$ cat src/rtl/mcp_pkg.sv
// Shared definitions for the MCP-formulation CDC handshake: state encoding,
// synchronizer default depth and busy-counter geometry.
package mcp_pkg;

    typedef enum logic {
        MCP_READY = 1'b0,
        MCP_BUSY  = 1'b1
    } mcp_state_e;

    localparam int MCP_SYNC_STAGES_DEF = 2;
    localparam int MCP_CNT_W           = 8;
    localparam logic [MCP_CNT_W-1:0] MCP_CNT_MAX = 8'hFF;

    // Compare value for the busy counter; a zero timeout means the check is off.
    function automatic logic [MCP_CNT_W-1:0] mcp_timeout_cmp(input int timeout);
        if (timeout > 0) begin
            return MCP_CNT_W'(timeout - 1);
        end
        return '0;
    endfunction

endpackage

$ cat src/rtl/mcp_src_ctrl_if.sv
// Source-side bus of the MCP CDC handshake, grouping request, held data,
// the cross-domain toggles and the sticky error flags.
interface mcp_src_ctrl_if #(
    parameter int DATA_W = 8
);
    // Handshake: asend is valid, aready is ready. A word transfers on the clk_a
    // edge where both are 1; asend while aready=0 is dropped and flagged as overrun.
    logic              asend;
    logic [DATA_W-1:0] adata;
    logic              aready;
    logic              a_en_tog;
    logic [DATA_W-1:0] adata_hold;
    logic              b_ack_tog;
    logic              overrun;
    logic              timeout;
    logic              err_clr;

    modport master (
        output asend, adata, b_ack_tog, err_clr,
        input  aready, a_en_tog, adata_hold, overrun, timeout
    );

    modport slave (
        input  asend, adata, b_ack_tog, err_clr,
        output aready, a_en_tog, adata_hold, overrun, timeout
    );

endinterface

$ cat src/rtl/mcp_tog_sync.sv
// Toggle synchronizer: SYNC_STAGES flops plus an edge register, producing a
// one-cycle pulse per toggle of the asynchronous input.
module mcp_tog_sync
    import mcp_pkg::*;
#(
    parameter int SYNC_STAGES = MCP_SYNC_STAGES_DEF
) (
    input  logic clk,
    input  logic rstn,
    input  logic tog_in,
    output logic pulse
);

    logic [SYNC_STAGES-1:0] sync_q;
    logic                   edge_q;

    always_ff @(posedge clk or negedge rstn) begin
        if (!rstn) begin
            sync_q <= '0;
            edge_q <= 1'b0;
        end else begin
            sync_q <= {sync_q[SYNC_STAGES-2:0], tog_in};
            edge_q <= sync_q[SYNC_STAGES-1];
        end
    end

    assign pulse = sync_q[SYNC_STAGES-1] ^ edge_q;

endmodule

$ cat src/rtl/mcp_src_ctrl.sv
// Source half of the MCP CDC handshake: captures a word, flips the load toggle,
// waits for the synchronized ack toggle, and tracks overrun/timeout errors.
module mcp_src_ctrl
    import mcp_pkg::*;
#(
    parameter int DATA_W      = 8,
    parameter int SYNC_STAGES = MCP_SYNC_STAGES_DEF,
    parameter int TIMEOUT     = 0
) (
    input  logic           clk_a,
    input  logic           rstn_a,
    mcp_src_ctrl_if.slave  bus,
    output mcp_state_e     dbg_state
);

    localparam bit                   TO_EN  = (TIMEOUT != 0);
    localparam logic [MCP_CNT_W-1:0] TO_CMP = mcp_timeout_cmp(TIMEOUT);

    mcp_state_e           state_q;
    mcp_state_e           state_d;
    logic                 ack_pulse;
    logic                 accept;
    logic                 ovr_set;
    logic                 in_busy;
    logic                 aready_c;
    logic                 to_hit;
    logic                 tog_q;
    logic [DATA_W-1:0]    hold_q;
    logic [MCP_CNT_W-1:0] cnt_q;
    logic                 ovr_q;
    logic                 to_q;

    mcp_tog_sync #(
        .SYNC_STAGES (SYNC_STAGES)
    ) u_ack_sync (
        .clk    (clk_a),
        .rstn   (rstn_a),
        .tog_in (bus.b_ack_tog),
        .pulse  (ack_pulse)
    );

    always_ff @(posedge clk_a or negedge rstn_a) begin
        if (!rstn_a) begin
            state_q <= MCP_READY;
        end else begin
            state_q <= state_d;
        end
    end

    // An ack arriving while READY is a stray toggle and has no effect.
    always_comb begin
        state_d = state_q;
        case (state_q)
            MCP_READY: if (bus.asend) state_d = MCP_BUSY;
            MCP_BUSY:  if (ack_pulse) state_d = MCP_READY;
            default:   state_d = MCP_READY;
        endcase
    end

    always_comb begin
        accept   = 1'b0;
        ovr_set  = 1'b0;
        in_busy  = 1'b0;
        aready_c = 1'b0;
        case (state_q)
            MCP_READY: begin
                aready_c = 1'b1;
                accept   = bus.asend;
            end
            MCP_BUSY: begin
                in_busy = 1'b1;
                ovr_set = bus.asend;
            end
            default: aready_c = 1'b1;
        endcase
    end

    assign to_hit = TO_EN && in_busy && (cnt_q == TO_CMP);

    always_ff @(posedge clk_a or negedge rstn_a) begin
        if (!rstn_a) begin
            tog_q  <= 1'b0;
            hold_q <= '0;
            cnt_q  <= '0;
        end else if (accept) begin
            tog_q  <= ~tog_q;
            hold_q <= bus.adata;
            cnt_q  <= '0;
        end else if (in_busy && cnt_q != MCP_CNT_MAX) begin
            cnt_q  <= cnt_q + 1'b1;
        end
    end

    // Set events take priority over a clear in the same cycle.
    always_ff @(posedge clk_a or negedge rstn_a) begin
        if (!rstn_a) begin
            ovr_q <= 1'b0;
            to_q  <= 1'b0;
        end else begin
            if (ovr_set) begin
                ovr_q <= 1'b1;
            end else if (bus.err_clr) begin
                ovr_q <= 1'b0;
            end
            if (to_hit) begin
                to_q <= 1'b1;
            end else if (bus.err_clr) begin
                to_q <= 1'b0;
            end
        end
    end

    assign bus.aready     = aready_c;
    assign bus.a_en_tog   = tog_q;
    assign bus.adata_hold = hold_q;
    assign bus.overrun    = ovr_q;
    assign bus.timeout    = to_q;
    assign dbg_state      = state_q;

endmodule

$ cat src/flat_wrapper.sv
// flat-port wrapper written by rule: the top's interface ports become plain ports
module mcp_src_ctrl_flat import mcp_pkg::*;
#(
    parameter int DATA_W      = 8,
    parameter int SYNC_STAGES = MCP_SYNC_STAGES_DEF,
    parameter int TIMEOUT     = 0
)
  (clk_a, rstn_a, dbg_state, bus_asend, bus_adata, bus_b_ack_tog, bus_err_clr, bus_aready, bus_a_en_tog, bus_adata_hold, bus_overrun, bus_timeout);
  mcp_src_ctrl_if #(.DATA_W(DATA_W)) bus_i ();
  input  logic clk_a;
  input  logic rstn_a;
  output mcp_state_e dbg_state;
  input wire logic [$bits(bus_i.asend)-1:0] bus_asend;
  input wire logic [$bits(bus_i.adata)-1:0] bus_adata;
  input wire logic [$bits(bus_i.b_ack_tog)-1:0] bus_b_ack_tog;
  input wire logic [$bits(bus_i.err_clr)-1:0] bus_err_clr;
  output wire logic [$bits(bus_i.aready)-1:0] bus_aready;
  output wire logic [$bits(bus_i.a_en_tog)-1:0] bus_a_en_tog;
  output wire logic [$bits(bus_i.adata_hold)-1:0] bus_adata_hold;
  output wire logic [$bits(bus_i.overrun)-1:0] bus_overrun;
  output wire logic [$bits(bus_i.timeout)-1:0] bus_timeout;
  assign bus_i.asend = bus_asend;
  assign bus_i.adata = bus_adata;
  assign bus_i.b_ack_tog = bus_b_ack_tog;
  assign bus_i.err_clr = bus_err_clr;
  assign bus_aready = bus_i.aready;
  assign bus_a_en_tog = bus_i.a_en_tog;
  assign bus_adata_hold = bus_i.adata_hold;
  assign bus_overrun = bus_i.overrun;
  assign bus_timeout = bus_i.timeout;
  mcp_src_ctrl #(.DATA_W(DATA_W), .SYNC_STAGES(SYNC_STAGES), .TIMEOUT(TIMEOUT)) u_core (.clk_a(clk_a), .rstn_a(rstn_a), .bus(bus_i), .dbg_state(dbg_state));
endmodule
$ cat config.mk
export PLATFORM = sky130hd
export DESIGN_NAME = mcp_src_ctrl_flat
export DESIGN_NICKNAME = d
export VERILOG_FILES = /design/src/rtl/mcp_pkg.sv /design/src/rtl/mcp_src_ctrl_if.sv /design/src/rtl/mcp_tog_sync.sv /design/src/rtl/mcp_src_ctrl.sv /design/src/flat_wrapper.sv
export SDC_FILE = /design/constraint.sdc
export NUM_CORES = 1
export LEC_CHECK = 0
export ABC_AREA = 1
export BUFFER_PORTS_ARGS = -buffer_cell sky130_fd_sc_hd__buf_2
export CORE_MARGIN = 2
export CORE_UTILIZATION = 30
export CTS_BUF_LIST = sky130_fd_sc_hd__clkbuf_8
export DETAILED_ROUTE_END_ITERATION = 16
export GPL_ROUTABILITY_DRIVEN = 0
export HOLD_SLACK_MARGIN = 0.02
export SYNTH_ARGS = -nofsm -noshare
export SYNTH_HDL_FRONTEND = slang
export SYNTH_SLANG_ARGS = --single-unit
export TNS_END_PERCENT = 10
$ cat constraint.sdc
create_clock -name clk_a -period 1.26 [get_ports clk_a]
set_clock_uncertainty 0.2 [all_clocks]
set_input_delay 0.063 -clock clk_a [delete_from_list [all_inputs] [get_ports clk_a]]
set_output_delay 0.063 -clock clk_a [all_outputs]
set_load 0.05 [all_outputs]
==> out/qor.txt <==
outcome -> finished, final reports clean
initial DRC count -> 4
Worst setup SP type -> flop
CP arrival -> 0.94 ns
worst path cell trace -> buf_2
Rows -> 15
worst min path class -> in -> async
largest net degree at the start of global routing -> 15
Num CTS Buffers -> 3
vias in the first global route -> 420
synth-to-layout area growth -> 58.0%
Final Max Slew Viols -> 0
endpoints failing hold -> 0
Worst setup EP type -> output pin
Critical-path top delay cell -> dfrtp_2
initial antenna violation count -> 0
# nets final -> 109
global route overflow -> 0
clk_lat worst skew -> 0.24 ns
clk sink count -> 14
Max H-tree Level -> 1
layout cells sized above 1 -> 34.7%
CTS tree -> done
Core Region -> 1710 sq um
Tot Pwr -> 1.71 mW
post-synthesis cell area -> 539 sq um
pre-CTS WS -> 0.123 ns
antenna cells -> 0
simple-gate portion of the synthesized area -> 25.1%
buffers plus inverters on the worst setup path -> 1
fmax -> 831 MHz
Required @ worst endpoint -> 1.00 ns
leakage -> 0.479 nW
Final Critical Period -> 1.20 ns
Post-Synth Adder-Cell Area -> 0%
CP max stage delay -> 0.42 ns
mux cell area share after synthesis -> 0%
Die ar. -> 2150 sq um
post-route worst setup slack -> 0.0565 ns
initial core utilization -> 31.6%
post-synthesis cell type count -> 11
crit-path max FO -> 4
Vias -> 452
DIE WIDTH -> 46.4 um
router iterations before antenna repair -> 2
Avg Cell Area, Syn -> 9.46 sq um
compound-cell area share of the yosys netlist -> 0.928%
MaxCap Viol Count -> 0
root buf cell -> clkbuf_8
Max VDD drop -> 1.20 mV
pwr dens -> 2000 nW/um^2
Total GRT Usage -> 12.0%
Final period util -> 95.5%
Mapped Nets -> 70
kind of critical path -> reg -> out
Synth Register Bits -> 14
PortBufs -> 24
post-DP HPWL -> 728 um
Worst-path clk slew -> 0.06 ns
chip height -> 46.4 um
XOR/XNOR share of the synthesized area -> 0%
WL final -> 1110 um
vias per inst -> 3.77
register area share after synthesis -> 65.0%
final core utilization -> 49.9%
maximum clock path buffer count -> 2
yosys warns -> 0
Post-Synthesis Cells -> 57
first-pass GRT wire length -> 1770 um
RSZ-0062 raised after global routing -> false
Top Family by Delay on Critical Path -> flip-flops
IO Pins -> 26
Final setup viols -> 0
WL/cell -> 9.26 um
drt drc -> 0
main combinational cell family by area after synthesis -> simple AND/OR/NAND/NOR gates
remaining antenna violation count after routing -> 0
==> flip-flops by register name, summed over array words and instances, names as in the netlist <==
| register | cells |
|---|---|
| u_core.bus.adata_hold | 8 |
| u_core.u_ack_sync.sync_q | 2 |
| u_core.bus.a_en_tog | 1 |
| u_core.bus.overrun | 1 |
| u_core.dbg_state | 1 |
| u_core.u_ack_sync.edge_q | 1 |
==> per-layer routing <==
| metal | part of all wire [%] | GRT usage [%] | vias to the layer above |
|---|---|---|---|
| met5 | 0 | 0 | - |
| met4 | 0.90 | 6.86 | 0 |
| met3 | 4.7 | 3.53 | 2 |
| met2 | 48 | 18.3 | 12 |
| met1 | 46 | 15.0 | 197 |
| li1 | - | - | 241 |
==> path summary, 6_finish.rpt <==
check	from	end	slack (ns)	cells past startpoint
max	u_core.dbg_state	dbg_state	0.06	1
min	rstn_a	u_core.bus.adata_hold[2]	0.06	2
max in group asynchronous	rstn_a	u_core.dbg_state	0.54	2
min reg2reg	u_core.u_ack_sync.sync_q[0]	u_core.u_ack_sync.sync_q[1]	0.15	0
max reg2reg	u_core.dbg_state	u_core.bus.adata_hold[0]	0.12	5
min in group clk_a	u_core.u_ack_sync.sync_q[0]	u_core.u_ack_sync.sync_q[1]	0.15	0
==> synth_stat cells, drive strengths merged <==
cell type / n / share of area [%]
nand2: 32 / 24
dfrtp: 14 / 65
inv: 6 / 4.2
buf: 2 / 4.2
conb: 1 / 0.70
nand3: 1 / 0.93
o21ai: 1 / 0.93
==> power by group <==
| group | leakage, nW | switching (mW) | internal (mW) |
|---|---|---|---|
| Clock | 0.0288 | 0.152 | 0.276 |
| Combinational | 0.281 | 0.504 | 0.161 |
| Sequential | 0.169 | 0.0626 | 0.550 |
==> cell usage in the layout, fill, tap and decap left out, drive strengths merged <==
| master | instances |
|---|---|
| conb | 1 |
| o21ai | 1 |
| clkbuf | 4 |
| dlygate4sd3 | 12 |
| nand3 | 1 |
| nand2 | 32 |
| dfrtp | 14 |
| inv | 6 |
| buf | 24 |
==> logic make-up after synthesis <==
kind of cell	count (synthesis)
simple gates	33
compound gates	1
other cells	1
flops	14
buf+inv	8
==> layout make-up <==
| type | count | area (sq um) |
|---|---|---|
| clock buffer | 4 | 55.1 |
| inverter | 6 | 27.5 |
| tap | 25 | 31.3 |
| timing repair buffer | 36 | 243 |
| fill | 162 | 856 |
| sequential | 14 | 352 |
| multi-input combinational | 35 | 144 |
==> through the flow <==
stage / cell area (sq um) / hold WS, ns / cells / TNS (ns)
3_5_place_dp: 674 / -0.223 / 104 / 0
3_3_place_gp: 674 / -0.227 / 104 / 0
2_1_floorplan: 546 / -0.433 / 57 / -0.359
5_1_grt: 852 / 0.0805 / 120 / 0
6_report: 852 / 0.0568 / 120 / 0
4_1_cts: 852 / 0.0523 / 120 / 0
==> timing repair <==
item                                   in CTS  in global routing
endpoints found under the hold margin      26                  0
hold buffers                               12                  0
resized for setup                           1                  0
setup buffers                               0                  0
setup endpoints to repair                   1                  0
No activity file was read; power rests on OpenSTA's default activity.
